===== src/rtl/instruction_loader.sv =====
// Boot-time instruction memory writer: takes a length-prefixed byte stream,
// packs three bytes into each 20-bit word and holds the CPU until the load ends.
module instruction_loader #(
  parameter int DEPTH     = 64,
  parameter int ADDR_W    = 6,
  parameter int BASE_ADDR = 0
) (
  input  logic              clk,
  input  logic              rst,
  input  logic              start,
  input  logic [7:0]        in_data,
  input  logic              in_valid,
  output logic              in_ready,
  output logic              wr_en,
  output logic [ADDR_W-1:0] wr_addr,
  output logic [19:0]       wr_data,
  output logic              cpu_hold,
  output logic              done,
  output logic              error
);

  typedef enum logic [3:0] {
    IDLE,
    LEN_LO,
    LEN_HI,
    B0,
    B1,
    B2,
    WRITE,
    DONE,
    ERROR
  } state_t;

  state_t            state;
  state_t            state_nxt;
  logic [15:0]       count;
  logic [15:0]       index;
  logic [7:0]        b0;
  logic [7:0]        b1;
  logic [ADDR_W-1:0] addr_q;
  logic [19:0]       data_q;

  logic              transfer;
  logic [15:0]       len_word;
  logic              len_bad;
  logic              b2_bad;
  logic [15:0]       index_inc;
  logic              last_word;

  assign transfer  = in_valid & in_ready;
  assign len_word  = {in_data, count[7:0]};
  assign len_bad   = (len_word == 16'd0) || (len_word > 16'(DEPTH));
  assign b2_bad    = (in_data[7:4] != 4'd0);
  assign index_inc = index + 16'd1;
  assign last_word = (index_inc == count);

  always_ff @(posedge clk) begin
    if (rst) begin
      state <= IDLE;
    end else begin
      state <= state_nxt;
    end
  end

  always_comb begin
    state_nxt = state;
    case (state)
      IDLE:   if (start) state_nxt = LEN_LO;
      LEN_LO: if (transfer) state_nxt = LEN_HI;
      LEN_HI: if (transfer) state_nxt = len_bad ? ERROR : B0;
      B0:     if (transfer) state_nxt = B1;
      B1:     if (transfer) state_nxt = B2;
      B2:     if (transfer) state_nxt = b2_bad ? ERROR : WRITE;
      WRITE:  state_nxt = last_word ? DONE : B0;
      DONE:   if (start) state_nxt = LEN_LO;
      ERROR:  if (start) state_nxt = LEN_LO;
      default: state_nxt = IDLE;
    endcase
  end

  // The write port is loaded as the third byte arrives, so it is stable
  // throughout WRITE and keeps its last value afterwards.
  always_ff @(posedge clk) begin
    if (rst) begin
      count  <= '0;
      index  <= '0;
      b0     <= '0;
      b1     <= '0;
      addr_q <= '0;
      data_q <= '0;
    end else begin
      case (state)
        LEN_LO: if (transfer) count[7:0] <= in_data;
        LEN_HI: begin
          if (transfer) begin
            count <= len_word;
            index <= '0;
          end
        end
        B0: if (transfer) b0 <= in_data;
        B1: if (transfer) b1 <= in_data;
        B2: begin
          if (transfer && !b2_bad) begin
            data_q <= {in_data[3:0], b1, b0};
            addr_q <= ADDR_W'(BASE_ADDR) + index[ADDR_W-1:0];
          end
        end
        WRITE: index <= index_inc;
        default: ;
      endcase
    end
  end

  always_comb begin
    in_ready = 1'b0;
    wr_en    = 1'b0;
    done     = 1'b0;
    error    = 1'b0;
    cpu_hold = 1'b1;
    case (state)
      LEN_LO, LEN_HI, B0, B1, B2: in_ready = 1'b1;
      WRITE: wr_en = 1'b1;
      DONE: begin
        done     = 1'b1;
        cpu_hold = 1'b0;
      end
      ERROR: error = 1'b1;
      default: ;
    endcase
  end

  assign wr_addr = addr_q;
  assign wr_data = data_q;

endmodule

===== config.mk =====
export PLATFORM = sky130hd
export DESIGN_NAME = instruction_loader
export DESIGN_NICKNAME = d
export VERILOG_FILES = /design/src/rtl/instruction_loader.sv
export SDC_FILE = /design/constraint.sdc
export NUM_CORES = 1
export LEC_CHECK = 0
export CAP_MARGIN = 20
export CORE_MARGIN = 2
export CORE_UTILIZATION = 35
export CTS_BUF_LIST = sky130_fd_sc_hd__clkbuf_8
export DETAILED_ROUTE_END_ITERATION = 6
export GPL_TIMING_DRIVEN = 0
export MAX_ROUTING_LAYER = met4
export PLACE_DENSITY_LB_ADDON = 0.3
export SYNTH_ARGS = -nofsm -noshare
export SYNTH_HDL_FRONTEND = slang
export SYNTH_SLANG_ARGS = --single-unit
export TNS_END_PERCENT = 20

===== constraint.sdc =====
create_clock -name clk -period 2 [get_ports clk]
set_input_delay 0.2 -clock clk [delete_from_list [all_inputs] [get_ports clk]]
set_output_delay 0.2 -clock clk [all_outputs]
set_load 0.05 [all_outputs]

==> impl_results.md <==
- Status: finished clean
- Stages on worst setup path: 7
- Area of the placeable core: around 10000 sq um
- Pwr Density: 779 nW/um^2
- First-pass GRT wire length: around 16 mm
- # fillers: roughly 1100
- WL per Instance: ~15 um
- Depth of the worst register-to-register path: 7
- CTS Buffer Depth: 2
- Initial cell density of the core: 0.359
- Insertion delay to the later sink of the worst-skew pair: 0.35 ns
- MaxCap Viol Count: 0
- Count of endpoints failing setup in the final report: 0
- Maximum fanout count along the critical path: 7
- Slowest cell delay on critical path: 0.39 ns
- Width of the die: 107 um
- Net count of the mapped netlist: 478
- Synth Area in Compound Gates: 0.153
- Worst-path cell with the longest stage delay: sky130_fd_sc_hd__dfxtp_1
- Final Routed Wirelength: 10.0 mm
- Signal arrival time at the worst endpoint: 2.26 ns
- Maximum frequency from static timing analysis: 0.509 GHz
- Chip Height: about 110 um
- Number of synthesized flops with an enable pin: 0
- Number of DRC markers in iteration 0: 129
- Sequential cell area in the final layout: 1560 sq um
- CTS tree: built
- Worst setup slack before clock tree synthesis: -0.483 ns
- Number of port buffers: 41
- Sort of element at the start of the critical path: flop
- Count of antenna-violating nets left after detailed routing: 0
- Die Area: 11400 sq um
- Number of antenna violations at the first check in global routing: 0
- Worst path top cell family by delay: simple AND/OR/NAND/NOR gates
- Slew headroom: 0.597
- Top Ports: 43
- Fin Clk Skew: a little under 0.01 ns
- Total congestion overflow: 0
- Synthesis-to-finish area growth: 24.2%
- Portion of the post-synthesis area used by sequential elements: 0.421
- Peak ir drop on the vdd network: just over 500 uV
- Synth warn: 0
- Final min period: between 1.5 and 2 ns
- DRC: 0
- Parity-gate share of the synthesized area counting xor and xnor cells: 0.0496
- Vias per inst: about 5.2
- Worst setup margin: between 0.03 and 0.04 ns
- Required arrival time at the worst endpoint: 2.30 ns
- Total negative slack for setup checks: 0 ns
- Site Rows: 37
- Router iterations before antenna repair: 4
- Maximum number of pins on one net before global-route repair: 15
- Max-slew violation count: 0
- Mean post-synth cell area: 7.97 sq um
- Global router's overall resource usage: 0.186
- RSZ-0062 raised after global routing: yes
- Worst Setup End Kind: flop
- Clock-pin slew reported for the worst setup and hold paths after clock tree synthesis: roughly 0.080 ns
- Synthesized flop and latch total: 78
- Synth async-reset ratio: 0
- Worst hold margin: 0.257 ns
- Area share of and/or/nand/nor cells after synthesis: 0.255
- Series of cell instances along the critical path: clkbuf_2, nand4_1, nor2_4, and3_1, o21ai_0, nor4_1, a31o_2
- Hpwl dp: 7.12 mm
- Vias in the first global route: 3188
- Hold Vio Cnt, Final: 0
- Actual slew at the worst max-slew pin: a little over 0.6 ns
- Number of distinct standard cells referenced by the synthesized netlist: 44
- Primary flip-flop cell chosen by synthesis mapping: sky130_fd_sc_hd__dfxtp_1
- Gp weighted congestion: 0.890
- Total area of multi-input combinational cells: 2060 sq um
- Clock buffer count from CTS: 9
- Cell at the root of the clock tree: sky130_fd_sc_hd__clkbuf_8
- Buffer and inverter count on the worst path: 1
- Largest family of logic cells by synthesized area: simple AND/OR/NAND/NOR gates
- Share of cells above drive strength 1: 0.122
- Leakage power figure: 0.00166 uW
- Portion of netlist area occupied by mux cells: 0.0675
- Syn Std Cell Area: around 3700 sq um
- Post-synthesis cell count: 465
- Worst Hold Depth: 3
- Min-Delay Path Class: in -> reg
- Portion of the clock cycle consumed by the worst path in the final layout: 0.982
- Count of nets after finishing: 532
- Number of diodes: 0
- Clock sink count: 78
- Routed via count: 3409
- Worst Setup Path Type: reg -> reg
- H-tree level count: 3
- Hold_buf cts: 0
- Adder-cell share of the synthesized area: 0.00337
## layout make-up
type,count,share of cell area
buffer,32,0.0337
inverter,9,0.00734
multi-input combinational,344,0.448
clock inverter,6,0.00978
clock buffer,10,0.0299
tap,136,0.0370
sequential,78,0.339
timing repair buffer,45,0.0957
## placed cells by master (no fill, tap or decap), types with 6 or more instances in the layout
cell	n
sky130_fd_sc_hd__a21oi_1	55
sky130_fd_sc_hd__buf_2	11
sky130_fd_sc_hd__clkbuf_1	15
sky130_fd_sc_hd__clkbuf_8	10
sky130_fd_sc_hd__clkdlybuf4s50_1	33
sky130_fd_sc_hd__dfxtp_1	78
sky130_fd_sc_hd__inv_1	8
sky130_fd_sc_hd__mux2i_1	25
sky130_fd_sc_hd__nand2_1	84
sky130_fd_sc_hd__nand3_1	8
sky130_fd_sc_hd__nor2_1	44
sky130_fd_sc_hd__nor3_1	6
sky130_fd_sc_hd__o21ai_0	16
sky130_fd_sc_hd__or3_1	6
sky130_fd_sc_hd__xnor2_1	18
## worst reg2reg max path: cells and delay by family (launching register included)
kind                   cells  cell delay [ns]
DFF                        1             0.39
buffers and inverters      1             0.21
AOI/OAI and AO/OA          2             0.30
and+or+nand+nor            4             1.01
## repair_timing
action	in CTS	in global routing
setup endpoints to repair	38	43
pin swaps	2	3
setup buffers	0	4
gates resized for setup	27	26
gates cloned	0	0
## metrics by stage
stage | utilization | instances | area, sq um | power (uW)
6_report | 0.446 | 660 | 4600 | 3590
3_5_place_dp | 0.416 | 642 | 4290 | 2440
5_1_grt | 0.446 | 660 | 4600 | 3760
2_1_floorplan | - | 465 | 3710 | 2240
4_1_cts | 0.436 | 657 | 4500 | 3540
3_3_place_gp | 0.416 | 642 | 4290 | 2430
## final timing paths
kind,startpoint,to,slack (ns)
worst min-delay path,in_data[6],count[14],0.26
worst min register to register,wr_data[0],wr_data[0],0.45
worst max-delay path,index[0],state[2],0.04
worst max register to register,index[0],state[2],0.04
## state kept, by name, summed over array words and instances, names as in the netlist
register,cells
b1,8
state,4
wr_data,20
count,16
b0,8
wr_addr,6
index,16
## Yosys cell counts, drive strengths merged, types with 2 or more instances
master / number / area (sq um)
or4: 5 / 37.5
o31ai: 3 / 22.5
a31o: 2 / 17.5
and3: 4 / 25.0
buf: 15 / 77.6
a31oi: 4 / 25.0
xnor2: 18 / 158
and2: 4 / 25.0
clkbuf: 19 / 73.8
nor2: 46 / 173
o311ai: 2 / 17.5
and4: 3 / 26.3
dfxtp: 78 / 1560
a21oi: 55 / 275
nor2b: 5 / 31.3
a311oi: 5 / 43.8
o22ai: 2 / 12.5
inv: 9 / 33.8
nor3: 9 / 55.1
a211oi: 3 / 22.5
nand3b: 4 / 30.0
or3: 6 / 37.5
nor3b: 4 / 30.0
xor2: 3 / 26.3
nand3: 11 / 60.1
nand4: 5 / 31.3
mux2i: 25 / 250
nand2: 85 / 319
nor4: 6 / 50.0
o21ai: 16 / 80.1
## kinds of logic after synthesis
kind of cell | Yosys count
simple gates | 199
compound gates | 98
flops | 78
buf+inv | 43
mux | 25
xor+xnor | 21
fa+ha+maj | 1
## power breakdown
| part | leakage, uW | switching [uW] | internal, uW | total (uW) |
|---|---|---|---|---|
| logic | 0.000950 | 442 | 332 | 774 |
| registers | 0.000629 | 88.3 | 1610 | 1700 |
| clock network | 0.0000853 | 622 | 491 | 1110 |
## per-layer routing
| layer | part of all wire | global-route usage | vias up | routed length [um] |
|---|---|---|---|---|
| met4 | 0.017 | 0.0668 | 0 | 167 |
| met3 | 0.048 | 0.0280 | 13 | 481 |
| li1 | - | - | 1712 | - |
| met1 | 0.48 | 0.253 | 1580 | 4830 |
| met5 | 0 | - | - | 0 |
| met2 | 0.45 | 0.281 | 104 | 4510 |
No activity file was read; power rests on OpenSTA's default activity.
